[config.mk]
export PLATFORM = sky130hd
export DESIGN_NAME = mem_io_bridge
export DESIGN_NICKNAME = d
export VERILOG_FILES = /design/src/rtl/mem_io_pkg.sv /design/src/rtl/mem_io_bridge_fifo.sv /design/src/rtl/mem_io_bridge.sv
export SDC_FILE = /design/constraint.sdc
export NUM_CORES = 1
export LEC_CHECK = 0
export ABC_CLOCK_PERIOD_IN_PS = 3320
export BUFFER_PORTS_ARGS = -buffer_cell sky130_fd_sc_hd__buf_4
export CAP_MARGIN = 20
export CORE_MARGIN = 2
export CORE_UTILIZATION = 40
export DETAILED_ROUTE_END_ITERATION = 10
export SETUP_SLACK_MARGIN = 0.5
export SYNTH_ARGS = -nofsm -noshare
export SYNTH_HDL_FRONTEND = slang
export SYNTH_SLANG_ARGS = --single-unit
[constraint.sdc]
create_clock -name clk_in -period 3.32 [get_ports clk_in]
set_clock_uncertainty 0.15 [all_clocks]
set_input_delay 0.166 -clock clk_in [delete_from_list [all_inputs] [get_ports clk_in]]
set_output_delay 0.166 -clock clk_in [all_outputs]
set_load 0.05 [all_outputs]
[src/rtl/mem_io_pkg.sv]
// Shared definitions for the CPU memory / I/O bridge.
// Holds the I/O window base, the port offsets, the read-source enum and a
// little-endian byte-select helper used for the counter snapshot.
package mem_io_pkg;

  localparam int unsigned IO_ADDR_W = 18;
  localparam logic [IO_ADDR_W-1:0] IO_BASE = 18'h30000;

  // Port offsets inside the I/O window; only bit 2 distinguishes them.
  localparam logic [2:0] PORT_UART = 3'h0;
  localparam logic [2:0] PORT_CNT  = 3'h4;

  // Where the byte on cpu_din_o comes from in the cycle after a read.
  typedef enum logic [1:0] {
    SRC_RAM  = 2'd0,
    SRC_RX   = 2'd1,
    SRC_CNT  = 2'd2,
    SRC_ZERO = 2'd3
  } src_e;

  // Byte n of a 32-bit word, little-endian.
  function automatic logic [7:0] byte_sel(input logic [31:0] w, input logic [1:0] n);
    return w[8*n +: 8];
  endfunction

endpackage

[src/rtl/mem_io_bridge_fifo.sv]
// byte_fifo: circular byte FIFO with wrap-around pointers and an occupancy count.
// Ports: clk_i/rst_i (sync, active-high), push_i/data_i write side,
// pop_i/data_o read side (data_o shows the head entry), full_o, empty_o, count_o.
// Pushes while full and pops while empty are ignored.
module byte_fifo #(
  parameter  int unsigned DEPTH = 16,
  localparam int unsigned CNT_W = $clog2(DEPTH + 1)
) (
  input  logic             clk_i,
  input  logic             rst_i,
  input  logic             push_i,
  input  logic [7:0]       data_i,
  input  logic             pop_i,
  output logic [7:0]       data_o,
  output logic             full_o,
  output logic             empty_o,
  output logic [CNT_W-1:0] count_o
);

  localparam int unsigned PTR_W = $clog2(DEPTH);

  logic [7:0]       mem_q [DEPTH];
  logic [PTR_W-1:0] wr_ptr_q, wr_ptr_d;
  logic [PTR_W-1:0] rd_ptr_q, rd_ptr_d;
  logic [CNT_W-1:0] count_q, count_d;
  logic             do_push, do_pop;

  assign full_o  = (count_q == CNT_W'(DEPTH));
  assign empty_o = (count_q == '0);
  assign count_o = count_q;
  assign data_o  = mem_q[rd_ptr_q];

  assign do_push = push_i && !full_o;
  assign do_pop  = pop_i && !empty_o;

  // Pointer and count next-state; depth is a power of two so pointers wrap naturally.
  always_comb begin
    wr_ptr_d = wr_ptr_q;
    rd_ptr_d = rd_ptr_q;
    count_d  = count_q;
    if (do_push) wr_ptr_d = wr_ptr_q + PTR_W'(1);
    if (do_pop)  rd_ptr_d = rd_ptr_q + PTR_W'(1);
    case ({do_push, do_pop})
      2'b10:   count_d = count_q + CNT_W'(1);
      2'b01:   count_d = count_q - CNT_W'(1);
      default: count_d = count_q;
    endcase
  end

  always_ff @(posedge clk_i) begin
    if (rst_i) begin
      wr_ptr_q <= '0;
      rd_ptr_q <= '0;
      count_q  <= '0;
    end else begin
      wr_ptr_q <= wr_ptr_d;
      rd_ptr_q <= rd_ptr_d;
      count_q  <= count_d;
    end
  end

  // Storage needs no reset; only entries between the pointers are ever read.
  always_ff @(posedge clk_i) begin
    if (do_push) mem_q[wr_ptr_q] <= data_i;
  end

endmodule

[src/rtl/mem_io_bridge.sv]
// mem_io_bridge: decodes CPU byte accesses to synchronous RAM or the I/O window
// (addr[17:16]==2'b11): 0x30000 UART byte in/out, 0x30004 cycle counter / stop.
// Ports: clk_in/rst_in (sync, active-high); sys_rdy_i run enable;
// cpu_a_i/cpu_dout_i/cpu_wr_i/cpu_din_o/cpu_rdy_o CPU side;
// ram_en_o/ram_we_o/ram_a_o/ram_d_o/ram_q_i RAM side;
// tx_data_o/tx_valid_o/tx_ready_i UART TX; rx_data_i/rx_valid_i/rx_pop_o UART RX;
// halt_o sticky stop flag; clk_cnt_o live cycle counter.
// Optional: define MEM_BRIDGE_OOB_TRAP_EN to trap non-I/O accesses with
// addr[17]==1 (writes dropped, reads return 0, sticky oob_o).
module mem_io_bridge
  import mem_io_pkg::*;
#(
  parameter int unsigned TX_FIFO_DEPTH = 16,
  parameter int unsigned RAM_ADDR_W    = 17
) (
  input  logic                  clk_in,
  input  logic                  rst_in,
  input  logic                  sys_rdy_i,
  input  logic [31:0]           cpu_a_i,
  input  logic [7:0]            cpu_dout_i,
  input  logic                  cpu_wr_i,
  output logic [7:0]            cpu_din_o,
  output logic                  cpu_rdy_o,
  output logic                  ram_en_o,
  output logic                  ram_we_o,
  output logic [RAM_ADDR_W-1:0] ram_a_o,
  output logic [7:0]            ram_d_o,
  input  logic [7:0]            ram_q_i,
  output logic [7:0]            tx_data_o,
  output logic                  tx_valid_o,
  input  logic                  tx_ready_i,
  input  logic [7:0]            rx_data_i,
  input  logic                  rx_valid_i,
  output logic                  rx_pop_o,
  output logic                  halt_o,
  output logic [31:0]           clk_cnt_o
`ifdef MEM_BRIDGE_OOB_TRAP_EN
  ,
  output logic                  oob_o
`endif
);

  localparam int unsigned TX_CNT_W = $clog2(TX_FIFO_DEPTH + 1);

  logic       io, port0, port4, oob;
  logic       stall, fire;
  logic       tx_full, tx_empty, tx_push, tx_pop;
  logic [7:0] tx_push_data;
  logic [TX_CNT_W-1:0] tx_count;

  src_e        src_q, src_d;
  logic [7:0]  io_q, io_d;
  logic [31:0] cnt_q, cnt_d;
  logic [31:0] snap_q, snap_d;
  logic        halt_q, halt_d;

  // Address decode.
  assign io    = (cpu_a_i[17:16] == IO_BASE[17:16]);
  assign port0 = io && (cpu_a_i[2] == PORT_UART[2]);
  assign port4 = io && (cpu_a_i[2] == PORT_CNT[2]);

`ifdef MEM_BRIDGE_OOB_TRAP_EN
  logic oob_q;
  assign oob   = !io && cpu_a_i[17];
  assign oob_o = oob_q;

  always_ff @(posedge clk_in) begin
    if (rst_in)             oob_q <= 1'b0;
    else if (fire && oob)   oob_q <= 1'b1;
  end
`else
  assign oob = 1'b0;
`endif

  // Stall on TX-full pushes (including the halt marker) and on RX-empty reads.
  assign stall = (port0 &&  cpu_wr_i && (cpu_dout_i != 8'h00) && tx_full)
              || (port0 && !cpu_wr_i && !rx_valid_i)
              || (port4 &&  cpu_wr_i && tx_full);
  assign cpu_rdy_o = sys_rdy_i && !stall;
  // Nothing fires during reset so strobes stay quiet in that cycle.
  assign fire = cpu_rdy_o && !rst_in;

  // RAM port.
  assign ram_en_o = cpu_rdy_o;
  assign ram_a_o  = cpu_a_i[RAM_ADDR_W-1:0];
  assign ram_d_o  = cpu_dout_i;
  assign ram_we_o = fire && cpu_wr_i && !io && !oob;

  // UART side.
  assign rx_pop_o     = fire && port0 && !cpu_wr_i;
  assign tx_push      = fire && cpu_wr_i && ((port0 && (cpu_dout_i != 8'h00)) || port4);
  assign tx_push_data = port4 ? 8'h00 : cpu_dout_i;
  assign tx_valid_o   = !tx_empty;
  assign tx_pop       = tx_valid_o && tx_ready_i;

  byte_fifo #(
    .DEPTH (TX_FIFO_DEPTH)
  ) u_tx_fifo (
    .clk_i   (clk_in),
    .rst_i   (rst_in),
    .push_i  (tx_push),
    .data_i  (tx_push_data),
    .pop_i   (tx_pop),
    .data_o  (tx_data_o),
    .full_o  (tx_full),
    .empty_o (tx_empty),
    .count_o (tx_count)
  );

  // Next state for read source, I/O data, counter, snapshot and halt.
  always_comb begin
    src_d  = src_q;
    io_d   = io_q;
    snap_d = snap_q;
    halt_d = halt_q;
    cnt_d  = halt_q ? cnt_q : cnt_q + 32'd1;
    if (fire) begin
      if (cpu_wr_i) begin
        if (port4) halt_d = 1'b1;
      end else if (port0) begin
        src_d = SRC_RX;
        io_d  = rx_data_i;
      end else if (port4) begin
        src_d = SRC_CNT;
        // Byte 0 takes a fresh snapshot; bytes 1..3 come from that snapshot.
        if (cpu_a_i[1:0] == 2'b00) begin
          snap_d = cnt_q;
          io_d   = cnt_q[7:0];
        end else begin
          io_d = byte_sel(snap_q, cpu_a_i[1:0]);
        end
      end else if (oob) begin
        src_d = SRC_ZERO;
      end else begin
        src_d = SRC_RAM;
      end
    end
  end

  always_ff @(posedge clk_in) begin
    if (rst_in) begin
      src_q  <= SRC_ZERO;
      io_q   <= 8'h00;
      cnt_q  <= 32'd0;
      snap_q <= 32'd0;
      halt_q <= 1'b0;
    end else begin
      src_q  <= src_d;
      io_q   <= io_d;
      cnt_q  <= cnt_d;
      snap_q <= snap_d;
      halt_q <= halt_d;
    end
  end

  // Read data mux; RAM holds its output while disabled, so this is stall-stable.
  always_comb begin
    cpu_din_o = 8'h00;
    case (src_q)
      SRC_RAM:         cpu_din_o = ram_q_i;
      SRC_RX, SRC_CNT: cpu_din_o = io_q;
      default:         cpu_din_o = 8'h00;
    endcase
  end

  assign halt_o    = halt_q;
  assign clk_cnt_o = cnt_q;

  // Address bits and FIFO level not needed by this block.
  logic unused_bits;
  assign unused_bits = ^{cpu_a_i[31:18], cpu_a_i[3], tx_count};

endmodule

# [Word level (Yosys, flattened, before mapping)]
# Memories as Yosys holds them, arrays and structs flattened. A register that Yosys moved wholly into a read port is not among the register bits.
# Cells that the tools add are included.
[totals] regBits=88 word_cells=77 input_bits=62 n_memories=1 ram_bits=128 out_inout_bits=79
[classes] addsub=5 reduce_logical=41 eq_ne=6 muxes=12 bitwise=3 shift=1
[memory_table] memory="u_tx_fifo.mem_q" words=16 width=8 read_ports=1 rd_clocked_by_memory_dff=1 write_ports=1 line="mem_io_bridge_fifo.sv:22" rtl="logic [7:0] mem_q [DEPTH];"
[op_table] operator="32-bit by 1-bit adder with 32-bit output, second input constant" n=1
[op_table] operator="8-bit two-way mux" n=4
[op_table] operator="32-bit by 6-bit indexed part select with 8-bit output" n=1
[op_table] operator="1-bit logical AND" n=20
[op_table] operator="8-bit one-hot mux with 2 select lines" n=1
[op_table] operator="5-bit one-hot mux with 2 select lines" n=1
[op_table] operator="4-bit by 1-bit adder with 4-bit output, second input constant" n=2
[op_table] operator="4-bit two-way mux" n=2
[op_table] operator="8-bit nonzero test" n=1
[op_table] operator="1-bit zero test" n=7
[op_table] operator="2-bit equality test, second input constant" n=3
[op_table] operator="3-bit AND reduction" n=2
[op_table] operator="5-bit by 1-bit adder with 5-bit output, second input constant" n=1
[op_table] operator="5-bit equality test, second input constant" n=1
[op_table] operator="5-bit zero test" n=1
[op_table] operator="5-bit AND reduction" n=1
[op_table] operator="5-bit by 1-bit subtractor with 5-bit output, second input constant" n=1
[op_table] operator="2-bit by 1-bit equality test with 1-bit output, second input constant" n=2
[op_table] operator="2-bit zero test" n=2
[op_table] operator="2-bit two-way mux" n=2
[op_table] operator="2-bit nonzero test" n=2
[op_table] operator="1-bit logical OR" n=3
[op_table] operator="1-bit NOT" n=3
[op_table] operator="1-bit two-way mux" n=2
[op_table] operator="other kinds (2)" n=2

# [Longest topological paths before layout]
# Gate-level depths: netlist (run 1).
[logic_depth] word_depth=15 depth_mapped=14

# [Cells and area by module]
# From an unflattened synthesis (run 1), not the netlist that was laid out.
[unflattened] hier_cells=761 hier_area_um2=9490.4
[by_module_without_submodules] module="byte_fifo" seq_area_each_um2=4184.0 n_inst=1 cells_each=330 area_each_um2=5891.9
[by_module_without_submodules] module="mem_io_bridge" seq_area_each_um2=1341.3 n_inst=1 cells_each=431 area_each_um2=3598.5

# [Least setup slack after synthesis (run 1)]
# Ideal clock, no wire load.
[synth_path] path_kind="reg2reg" startpoint="register u_tx_fifo.count_q[1], in the netlist u_tx_fifo.count_o[1]" endpoint="register u_tx_fifo.count_q[2], in the netlist u_tx_fifo.count_o[2]" setup_time_ps=70 setup_slack_ps=84 period_less_slack_ps=3236 t_arrival_ps=3016 stages_incl_launch_ff=15 path_cell_list="dfxtp_1 -> clkbuf_1 -> or4_1 -> o21ba_1 -> clkbuf_1 -> and2_1 -> nand2_1 -> ha_1 -> clkbuf_1 -> xor2_1 -> ha_1 -> a21oi_1 -> xor2_1 -> or3_1 -> a21oi_1"
[synth_via] elab_chain_cells=12
[synth_lines] item="from (decl)" line="mem_io_bridge_fifo.sv:25" rtl="logic [CNT_W-1:0] count_q, count_d;"
[synth_lines] item="from (signal assigned)" line="mem_io_bridge_fifo.sv:58" rtl="count_q <= count_d;"
[synth_lines] item="5-bit equality test" line="mem_io_bridge_fifo.sv:28" rtl="assign full_o = (count_q == CNT_W'(DEPTH));"
[synth_lines] item="1-bit logical AND" line="mem_io_bridge.sv:76" rtl="assign stall = (port0 && cpu_wr_i && (cpu_dout_i != 8'h00) && tx_full)"
[synth_lines] item="1-bit logical OR" line="mem_io_bridge.sv:77" rtl="|| (port0 && !cpu_wr_i && !rx_valid_i)"
[synth_lines] item="1-bit logical OR" line="mem_io_bridge.sv:78" rtl="|| (port4 && cpu_wr_i && tx_full);"
[synth_lines] item="1-bit zero test" line="mem_io_bridge.sv:79" rtl="assign cpu_rdy_o = sys_rdy_i && !stall;"
[synth_lines] item="1-bit logical AND" line="mem_io_bridge.sv:79"
[synth_lines] item="1-bit logical AND" line="mem_io_bridge.sv:81" rtl="assign fire = cpu_rdy_o && !rst_in;"
[synth_lines] item="1-bit logical AND (2 in a row)" line="mem_io_bridge.sv:91" rtl="assign tx_push = fire && cpu_wr_i && ((port0 && (cpu_dout_i != 8'h00)) || port4);"
[synth_lines] item="1-bit logical AND" line="mem_io_bridge_fifo.sv:33" rtl="assign do_push = push_i && !full_o;"
[synth_lines] item="2-bit by 1-bit equality test with 1-bit output / 2-bit equality test (equally long branches)" line="mem_io_bridge_fifo.sv:43" rtl="case ({do_push, do_pop})"
[synth_lines] item="5-bit one-hot mux with 2 select lines / 2-bit nonzero test (equally long branches)"
# Parallel ways exist; a longest one is shown, timed or not.
# A chain may end at the register's enable or synchronous reset.

# [Worst setup path in the final report (run 1)]
[layout_path] startpoint="register u_tx_fifo.count_q[0], in the netlist u_tx_fifo.count_o[0]" endpoint="register u_tx_fifo.count_q[2], in the netlist u_tx_fifo.count_o[2]"
# The elaborated chain is that of the path after synthesis.

==> results of run 1 <==
==> layout make-up <==
class | instances | area [µm²] | share of cell area (%)
clock buffers | 28 | 594 | 5.29
clock inverters | 14 | 116 | 1.04
inverters | 13 | 48.8 | 0.434
multi-input cells | 425 | 3440 | 30.6
flip-flops and latches | 212 | 5540 | 49.3
well taps | 285 | 357 | 3.17
repair buffers | 144 | 1140 | 10.2
==> cells in the final DEF, fill, tap and decap left out, types with 11 or more instances in the layout <==
master / n
a21oi_1: 47
buf_4: 124
clkbuf_16: 23
dfxtp_1: 81
dlygate4sd3_1: 18
edfxtp_1: 128
inv_1: 12
mux4_2: 48
nand2_1: 35
nand3_1: 34
nand4_1: 14
nor2_1: 53
nor3_1: 13
o21ai_0: 18
o21ai_1: 15
o31ai_1: 14
or3_1: 11
or4_1: 14
==> through the flow <==
step	area [µm²]	total power [µW]	instances	utilization (%)
after global routing	11200	6520	1121	49.5
final	11200	6270	1121	49.5
after floorplan	9390	3640	728	-
after global placement	10200	3810	1052	45.0
after detailed placement	10200	3830	1052	45.0
after CTS	11200	6310	1119	49.3
==> state kept, by name, summed over array words and instances (netlist names), named ones only <==
signal and flops:
u_tx_fifo.rd_ptr_q 4, halt_o 1, u_tx_fifo.wr_ptr_q 4, u_tx_fifo.count_o 5, src_q 2, io_q 8, snap_q 24, u_tx_fifo.mem_q 128
clk_cnt_o 32
==> kinds of logic (layout without fill, tap and decap cells) <==
| family | after synthesis | after routing |
|---|---|---|
| simple gates | 212 | 212 |
| fa+ha+maj | 12 | 12 |
| mux | 52 | 52 |
| xor+xnor | 16 | 16 |
| flops | 212 | 212 |
| buf+inv | 91 | 199 |
| compound gates | 133 | 133 |
==> per-layer routing <==
metal	global-route usage, %	vias to the layer above	share of wire (%)
met5	0	-	0
met4	3.89	0	1.8
met3	3.07	35	5.2
met2	31.6	203	51
met1	23.4	3240	42
li1	-	2938	-
==> worst paths after layout <==
path                   startpoint                    to  slack [ns]  cells after the start
max          u_tx_fifo.count_o[0]  u_tx_fifo.count_o[2]        0.50                     11
min                    cpu_a_i[2]               io_q[0]        0.02                      4
max reg2reg  u_tx_fifo.count_o[0]  u_tx_fifo.count_o[2]        0.50                     11
min reg2reg             snap_q[9]             snap_q[9]        0.33                      2
==> repair_timing <==
action	CTS	global route
setup buffers	7	2
pin swaps	4	3
hold endpoints to repair	15	0
endpoints found under the setup margin	10	7
gates resized for setup	8	6
hold buffers	18	0
==> critical path, stage by stage (launching register included) <==
cell     delay (ns)
dfxtp_4        0.35
or4_4          0.58
o21ba_4        0.22
and2_4         0.15
nand2_4        0.07
ha_4           0.16
xor2_1         0.16
ha_2           0.23
a21oi_2        0.04
xor2_1         0.16
or3_1          0.33
a21oi_2        0.12
==> power groups by stage <==
stage | combinational, µW | clock (µW) | sequential [µW]
6_report | 993 | 2400 | 2870
3_5_place_dp | 891 | 0 | 2940
2_1_floorplan | 721 | 0 | 2920
5_1_grt | 1070 | 2580 | 2880
3_3_place_gp | 870 | 0 | 2940
4_1_cts | 973 | 2470 | 2870
==> key figures, run 1 <==
Final layout
  • Layout area overhead: 20.7%
  • Fraction of layout cells with a size suffix above 1: 27.3%
  • Antenna fix cells: 0
  • Fillers: 1991
  • Post-layout nets: 893

Power and ir drop
  • Clock share of power: 38.3%
  • Design internal power: 4690 µW
  • Combinational share of power: 15.8%
  • Switching power: 1580 µW
  • Net Sw Frac: 25.2%
  • Reg power frac: 45.8%
  • Cell area power density: 558 nW/µm²
  • VDD IR max: 337 µV
  • Leakage: 0.00376 µW

Yosys
  • Syn avg cell area: 12.8 µm²
  • Complex-gate fraction of the synthesized area: 8.66%
  • Xor/xnor share of the synthesized area: 1.51%
  • Post-synthesis register bit count: 212
  • Simple-gate portion of the synthesized area: 12.0%
  • Register area share after synthesis: 59.4%
  • Dominant cell type by area after synthesis: edfxtp_1
  • Synth Instances: 728
  • Mapped Nets: 802
  • Ys flop type: edfxtp_1
  • Post-synthesis mux area share: 12.0%
  • Synth top area cells: edfxtp_1 (41%), dfxtp_1 (18%), mux4_2 (12%)
  • Commonest cells in the synthesized netlist: edfxtp_1 (128), dfxtp_1 (84), nor2_1 (53)
  • Ys async rst share: 0%
  • Post-Syn Area: 9310 µm²
  • EDFF count, synth: 128
  • Syn. warnings: 0
  • Adder-cell share of the synthesized area: 1.61%
  • Netlist cell types: 48
  • Synth top area share: 41.3%
  • Most frequent cell after synthesis: edfxtp_1
  • Largest family of logic cells by synthesized area: multiplexers

STA
  • Peak Freq: 355 MHz
  • Final min period: 2.82 ns
  • Worst-margin pin slew: 0.897 ns
  • WHS: 0.0209 ns
  • TNS Setup: 0 ns
  • Setup violations, final: 0
  • Tcrit/Tclk final: 84.8%
  • RSZ-0062 raised after global routing: true
  • Slew HR: 39.7%
  • Max Transition Viols Final: 0
  • Final hold vios: 0
  • Final worst slack: 0.504 ns

Global route
  • Total track usage: 18.0%
  • Global-route wire length before repair: 34600 µm
  • Grt total ovfl: 0
  • Largest net degree at the start of global routing: 84
  • Vias in the first global route: 6293
  • Initial antenna violation count: 0

Drt
  • First-pass DRT Iterations: 5
  • Post-route ant nets: 0
  • DRC Markers: 0
  • Routed WL: 22300 µm
  • 1st-iter DRT viols: 515
  • Vias per cell: 5.72
  • Vias: 6416
  • WL/cell: 19.9 µm

Placed design
  • Gpl congestion: 0.805
  • Setup WS pre-CTS: 0.444 ns
  • Post-DP HPWL: 14800 µm
  • Port Buffers: 100

Clocking
  • Maximum buffer depth of the clock tree: 3
  • Clock latency at the later pin of the worst-skew pair: 0.50 ns
  • Clk pin slew, worst setup/hold paths: 0.06 ns
  • CTS HTree Levels: 1
  • Root buffer cell: clkbuf_16
  • CTS tree: done
  • Clock Sinks: 212
  • TritonCTS buffer count: 23

Floorplan
  • Placement row count: 55
  • Die H: 157 µm
  • Initial core utilization: 41.0%
  • Core Area: 22700 µm²
  • Full die area: 24500 µm²
  • IO Count: 141
  • Die width: 157 µm

Worst hold path
  • Hold crit path type: in -> reg

Critical path
  • Critical path class: reg -> reg
  • CP required: 3.59 ns
  • CP max FO: 5
  • Crit path DAT: 3.09 ns
  • Crit. End Element: flip-flop
  • Startpoint types: flip-flop

Flow run
  • Max Cap Viol: 0

Run status
  • Run status: complete, no violations
Power figures use the tool's default switching activity.
==> run 2, diff against run 1 <==
--- a/config.mk
+++ b/config.mk
@@ -5,7 +5,7 @@
 export SDC_FILE = /design/constraint.sdc
 export NUM_CORES = 1
 export LEC_CHECK = 0
-export ABC_CLOCK_PERIOD_IN_PS = 3320
+export ABC_CLOCK_PERIOD_IN_PS = 2530
 export BUFFER_PORTS_ARGS = -buffer_cell sky130_fd_sc_hd__buf_4
 export CAP_MARGIN = 20
 export CORE_MARGIN = 2
==> constraint.sdc (replaced) <==
create_clock -name clk_in -period 2.53 [get_ports clk_in]
set_clock_uncertainty 0.15 [all_clocks]
set_input_delay 0.1265 -clock clk_in [delete_from_list [all_inputs] [get_ports clk_in]]
set_output_delay 0.1265 -clock clk_in [all_outputs]
set_load 0.05 [all_outputs]
==> run 2 against run 1 <==
Compared with the run above: the flow now finishes with violations (setup timing); register-to-register slack got worse by 0.65 ns; maximum frequency rose by 5.3%; clock power up 29%; sequential share of layout area shrank 4.3 points; sequential cell count stayed put; total power up 36%; cell area increased by 12%; routed wire length grew 12%.
==> key figures, run 2 (synthesis gave the netlist of run 1 again) <==
Drt
  • DRC Markers: 0 (unchanged)
  • Vias per cell: 5.74 (+0.25%)
  • Post-route ant nets: 0 (unchanged)
  • Routed WL: 25000 µm (+12%)
  • First-pass DRT Iterations: 5 (unchanged)
  • 1st-iter DRT viols: 458 (-11%)
  • Vias: 6805 (+6.1%)
  • WL/cell: 21.1 µm (+5.8%)

Final layout
  • Largest Register: u_tx_fifo.mem_q
  • Most frequent cells in the layout: buf_4 (148), edfxtp_1 (128), dfxtp_1 (51), mux4_2 (48), nor2_1 (39)
  • Max reg flops: 128 (unchanged)
  • Fillers: 1842 (-7.5%)
  • Layout area overhead: 34.7%
  • Most common cell after layout, fill and taps aside: buf_4
  • Post-layout nets: 957 (+7.2%)
  • Final std cells w/o fill: 1186 (+5.8%)
  • Fraction of layout cells with a size suffix above 1: 43.4% (+16 points)

Floorplan
  • Die width: 157 µm (unchanged)
  • Full die area: 24500 µm² (unchanged)
  • Initial core utilization: 41.0% (unchanged)
  • Placement row count: 55 (unchanged)
  • Core Area: 22700 µm² (unchanged)
  • Die H: 157 µm (unchanged)
  • IO Count: 141 (unchanged)

STA
  • Slew HR: 46.7% (+7.0 points)
  • Final worst slack: -0.145 ns (-0.648 ns)
  • RSZ-0062 raised after global routing: true
  • Max Transition Viols Final: 0 (unchanged)
  • Final hold vios: 0 (unchanged)
  • Peak Freq: 374 MHz (+5.3%)
  • Final min period: 2.67 ns (-0.142 ns)
  • Tcrit/Tclk final: 106% (+21 points)
  • Worst-margin pin slew: 0.788 ns (-0.109 ns)
  • Setup violations, final: 11 (+11)

Placed design
  • Port Buffers: 100 (unchanged)
  • Gpl congestion: 0.839 (+4.2%)
  • DP Cell Count: 1071 (+1.8%)
  • Post-DP HPWL: 15200 µm (+2.6%)
  • Setup WS pre-CTS: -0.309 ns (-0.753 ns)

Clocking
  • Maximum buffer depth of the clock tree: 3 (unchanged)
  • Root buffer cell: clkbuf_16
  • TritonCTS buffer count: 23 (unchanged)
  • CTS tree: done
  • CTS HTree Levels: 1 (unchanged)
  • Clock latency at the later pin of the worst-skew pair: 0.51 ns (about the same)
  • Clk pin slew, worst setup/hold paths: 0.06 ns (about the same)
  • Clock Sinks: 212 (unchanged)

Run status
  • Violated checks: setup timing
  • Run status: finished, violations left

Power and ir drop
  • VDD IR max: 468 µV (+39%)
  • Combinational share of power: 20.0% (+4.2 points)
  • Switching power: 2260 µW (+43%)
  • Clock share of power: 36.3% (-2.0 points)
  • Leakage: 0.00426 µW (+13%)
  • Cell area power density: 681 nW/µm² (+22%)
  • Reg power frac: 43.7% (-2.1 points)
  • Design internal power: 6270 µW (+34%)
  • Net Sw Frac: 26.5% (+1.4 points)

Critical path
  • CP required: 2.78 ns (-0.81 ns)
  • Critical path class: reg -> reg
  • Crit. End Element: flip-flop
  • CP max FO: 5 (unchanged)
  • Crit path DAT: 2.92 ns (-0.17 ns)
  • Startpoint types: flip-flop
  • Worst R2R Setup Slack: -0.14 ns (-0.65 ns)

Global route
  • Grt total ovfl: 0 (unchanged)
  • Vias in the first global route: 6589 (+4.7%)
  • Total track usage: 19.2% (+1.3 points)
  • Initial antenna violation count: 1 (+1)
  • Largest net degree at the start of global routing: 48 (-43%)
  • Global-route wire length before repair: 36600 µm (+5.9%)

Worst hold path
  • Hold crit path type: in -> reg

Flow run
  • Max Cap Viol: 0 (unchanged)
==> run 2: cell types whose count changed in the layout (fill, tap and decap cells not counted), moves of 8 or more <==
cell	before	now
a21oi_1	47	32
a21oi_2	2	17
buf_12	1	9
buf_4	124	148
buf_6	1	30
dfxtp_1	81	51
dfxtp_4	3	27
nor2_1	53	39
nor2_4	0	13
or4_1	14	3
or4_4	2	15
==> run 2: final timing paths <==
check / from / endpoint / depth (start not counted)
max: u_tx_fifo.count_o[1] / u_tx_fifo.count_o[4] / 11
min: sys_rdy_i / io_q[1] / 5
max reg2reg: u_tx_fifo.count_o[1] / u_tx_fifo.count_o[4] / 11
min reg2reg: snap_q[23] / snap_q[23] / 2
==> run 2: stage by stage <==
| step | total power, µW | hold slack [ns] | TNS [ns] | util (%) | instance area (µm²) |
|---|---|---|---|---|---|
| finish | 8540 | 0.0221 | -1.09 | 55.2 | 12500 |
| global route | 8840 | 0.0383 | -1.83 | 55.2 | 12500 |
| CTS | 8550 | 0.00929 | -1.19 | 53.0 | 12000 |
| detailed placement | 5110 | 0.104 | -0.783 | 46.4 | 10500 |
| global placement | 5070 | 0.104 | -0.349 | 46.4 | 10500 |
| floorplan | 4800 | 0.132 | -0.906 | - | 9620 |
==> run 2: critical path, stage by stage, from the launching register on <==
cell	delay [ns]
dfxtp_2	0.32
or4_4	0.55
o21ba_4	0.21
and2_4	0.14
nand2_4	0.07
ha_4	0.19
xor2_4	0.18
ha_4	0.17
nor2_2	0.05
o32ai_2	0.27
a211o_1	0.19
nand3_1	0.07
==> run 2: power by group through the flow <==
stage / sequential, µW / clock (µW) / combinational [µW]
finish: 3730 / 3100 / 1710
global route: 3730 / 3300 / 1800
CTS: 3730 / 3160 / 1660
detailed placement: 3800 / 0 / 1320
global placement: 3790 / 0 / 1270
floorplan: 3820 / 0 / 983
==> run 2: layout make-up <==
class	count	area, µm²	area share, %
Tap cell	285	357	2.85
Inverter	13	48.8	0.389
Clock buffer	32	629	5.02
Clock inverter	10	67.6	0.539
Multi-Input combinational cell	427	3890	31.0
Antenna cell	1	2.50	0.0200
Timing Repair Buffer	206	1900	15.2
Sequential cell	212	5630	45.0
==> run 2: repair_timing <==
item,4_1_cts,5_1_grt
pin swaps,42,32
gates resized for setup,73,63
hold buffers,14,0
buffers inserted,29,21
gates cloned,3,4
setup endpoints to repair,165,172
hold endpoints to repair,20,0
==> run 2: routing by layer <==
layer	track usage [%]	part of all wire (%)	up-vias	wire length (µm)
met2	34.2	52	215	13100
met1	24.8	41	3439	10200
met3	2.52	4.8	53	1210
met5	0	0	-	0
met4	5.20	2.2	0	540
li1	-	-	3098	-
==> run 3, diff against run 2 <==
==> constraint.sdc (replaced) <==
create_clock -name clk_in -period 2.53 [get_ports clk_in]
set_clock_uncertainty 0.15 [all_clocks]
set_input_delay 0.506 -clock clk_in [delete_from_list [all_inputs] [get_ports clk_in]]
set_output_delay 0.506 -clock clk_in [all_outputs]
set_load 0.05 [all_outputs]
==> run 3 against run 2 <==
Compared with the run above: global-route usage up 0.28 points; routed wire length decreased by 3.0%; critical endpoint is now tx_data_o[4]; the flow still finishes with violations (setup timing); largest cell class unchanged; critical path depth fell by 6; largest power group unchanged.
==> key figures, run 3 (synthesis gave the netlist of run 1 again) <==
Flow run
  • Max Cap Viol: 0 (unchanged)

Floorplan
  • Initial core utilization: 41.0% (unchanged)
  • Die width: 157 µm (unchanged)
  • Core Area: 22700 µm² (unchanged)
  • IO Count: 141 (unchanged)
  • Placement row count: 55 (unchanged)
  • Full die area: 24500 µm² (unchanged)
  • Die H: 157 µm (unchanged)

Worst hold path
  • Worst hold start: rx_data_i[1]
  • Hold crit path type: in -> reg
  • Worst Hold Depth: 3 (-2)
  • Min-Delay Endpoint: io_q[1]

Drt
  • WL/cell: 20.3 µm (-3.7%)
  • 1st-iter DRT viols: 489 (+6.8%)
  • DRC Markers: 0 (unchanged)
  • Vias: 6699 (-1.6%)
  • Vias per cell: 5.61 (-2.3%)
  • Post-route ant nets: 0 (unchanged)
  • Routed WL: 24300 µm (-3.0%)
  • First-pass DRT Iterations: 5 (unchanged)

STA
  • Final worst slack: -0.466 ns (-0.322 ns)
  • Worst-margin pin slew: 0.685 ns (-0.103 ns)
  • WHS: 0.143 ns (+0.121 ns)
  • Peak Freq: 334 MHz (-11%)
  • Final hold vios: 0 (unchanged)
  • Tcrit/Tclk final: 118% (+13 points)
  • Slew HR: 54.3% (+7.6 points)
  • RSZ-0062 raised after global routing: true
  • Final min period: 3.00 ns (+0.322 ns)
  • Max Transition Viols Final: 0 (unchanged)
  • Setup violations, final: 14 (+3)

Power and ir drop
  • Switching power: 2230 µW (-1.6%)
  • Design internal power: 6520 µW (+4.0%)
  • Leakage: 0.00439 µW (+3.0%)
  • VDD IR max: 556 µV (+19%)
  • Net Sw Frac: 25.5% (-1.1 points)
  • Total chip power: 8750 µW (+2.5%)
  • Combinational share of power: 20.2% (+0.2 points)
  • Reg power frac: 42.7% (-1.0 points)
  • Clock share of power: 37.1% (+0.8 points)
  • Cell area power density: 676 nW/µm² (-0.73%)

Final layout
  • Antenna fix cells: 0 (-1)
  • Largest Register: u_tx_fifo.mem_q
  • Fraction of layout cells with a size suffix above 1: 48.0% (+4.6 points)
  • Layout area overhead: 39.0%
  • Most common cell after layout, fill and taps aside: buf_4
  • Fillers: 1784 (-3.1%)
  • Most frequent cells in the layout: buf_4 (142), edfxtp_1 (128), dfxtp_1 (51), mux4_2 (48), buf_6 (44)
  • Design area: 12900 µm² (+3.2%)
  • Final std cells w/o fill: 1195 (+0.76%)
  • Multi-input logic area: 4060 µm² (+4.3%)
  • Reg area: 5630 µm² (unchanged)
  • Post-layout nets: 966 (+0.94%)
  • Max reg flops: 128 (unchanged)

Critical path
  • Crit-path leading delay family: multiplexers
  • Startpoint types: flip-flop
  • Slowest cell on the critical path: mux4_2
  • Crit path DAT: 2.34 ns (-0.58 ns)
  • Worst reg2reg endpoint: u_tx_fifo.count_o[2]
  • Max incr delay on CP: 0.50 ns (-0.05 ns)
  • R2r worst-path depth: 11 (unchanged)
  • Crit. End Element: primary output
  • Worst reg2reg startpoint: u_tx_fifo.count_o[2]
  • CP dominant cell by count: mux4_2
  • CP max FO: 4 (-1)
  • CP required: 1.87 ns (-0.91 ns)
  • Worst path cell trace: buf_12 > clkbuf_16 > mux4_2 > mux4_2 > buf_6
  • CP Buf/Inv Count: 3 (+3)
  • Worst R2R Setup Slack: -0.20 ns (-0.06 ns)
  • Critical path class: reg -> out

Clocking
  • TritonCTS buffer count: 24 (+4.3%)
  • Root buffer cell: clkbuf_16
  • Clk pin slew, worst setup/hold paths: 0.06 ns (about the same)
  • CTS tree: done
  • Clock Sinks: 212 (unchanged)
  • Maximum buffer depth of the clock tree: 3 (unchanged)
  • CTS HTree Levels: 1 (unchanged)
  • Clock latency at the later pin of the worst-skew pair: 0.50 ns (about the same)

Placed design
  • DP Cell Count: 1094 (+2.1%)
  • Post-DP HPWL: 15600 µm (+2.7%)
  • Post-Place Cell Area: 11000 µm² (+4.2%)
  • Port Buffers: 100 (unchanged)
  • Gpl congestion: 0.846 (+0.92%)

Global route
  • Initial antenna violation count: 0 (-1)
  • Grt total ovfl: 0 (unchanged)
  • Largest net degree at the start of global routing: 50 (+4.2%)
  • Vias in the first global route: 6693 (+1.6%)
  • Total track usage: 19.5% (+0.28 points)
  • Global-route wire length before repair: 37200 µm (+1.5%)

Run status
  • Run status: finished, violations left
  • Violated checks: setup timing
## run 3: cell types whose count changed in the layout (fill, tap and decap cells not counted), sizes merged
cell	previous run	this run
buf	190	213
dlygate4sd3	13	0
clkbuf	34	36
bufinv	0	1
clkinv	8	7
clkinvlp	0	1
diode	1	0
dlymetal6s4s	1	0
inv	15	14
or4	18	17
## run 3: layout make-up
class	instances	share of cell area (%)
Multi-Input combinational cell	426	31.4
Timing Repair Buffer	215	16.2
Inverter	13	0.377
Clock buffer	34	5.17
Sequential cell	212	43.5
Clock inverter	10	0.590
Tap cell	285	2.76
## run 3: worst max path at each step
stage                              start                    to  slack [ns]  depth (start not counted)
CTS                            flip-flop          tx_data_o[4]       -0.50                          5
global route                   flip-flop          tx_data_o[5]       -0.52                          5
floorplan           u_tx_fifo.count_o[0]  u_tx_fifo.count_o[2]       -0.33                         13
detailed placement            cpu_a_i[2]  u_tx_fifo.count_o[4]       -0.36                         13
finish                         flip-flop          tx_data_o[4]       -0.47                          5
global placement              cpu_a_i[2]  u_tx_fifo.count_o[2]       -0.29                         13
## run 3: worst min-delay path: stages
cell      delay [ns]
buf_4           0.11
nand2_1         0.05
a311oi_1        0.07
## run 3: routing by layer
metal  part of all wire [%]  wire, µm  global-route usage [%]
met1                     42     10200                    25.4
met2                     51     12300                    34.4
met3                    5.0      1200                    2.94
met4                    2.2       539                    4.85
met5                      0         0                       0
## run 3: through the flow
step / setup WS (ns) / util [%] / TNS (ns)
finish: -0.466 / 57.0 / -4.35
global route: -0.523 / 57.0 / -5.38
detailed placement: -0.359 / 48.4 / -1.72
global placement: -0.293 / 48.4 / -1.20
CTS: -0.497 / 55.0 / -4.33
floorplan: -0.330 / - / -0.896
## run 3: power groups by stage
stage | Combinational [µW] | Clock [µW] | Sequential, µW
global route | 1890 | 3460 | 3740
CTS | 1680 | 3310 | 3730
detailed placement | 1360 | 0 | 3800
global placement | 1330 | 0 | 3800
floorplan | 1030 | 0 | 3820
finish | 1770 | 3250 | 3730
## run 3: repair_timing
| item | CTS | global route |
|---|---|---|
| buffers inserted | 36 | 16 |
| endpoints found under the setup margin | 165 | 172 |
| hold buffers | 0 | 0 |
| pin swaps | 35 | 21 |
| gates resized for setup | 103 | 55 |
| gates cloned | 2 | 3 |
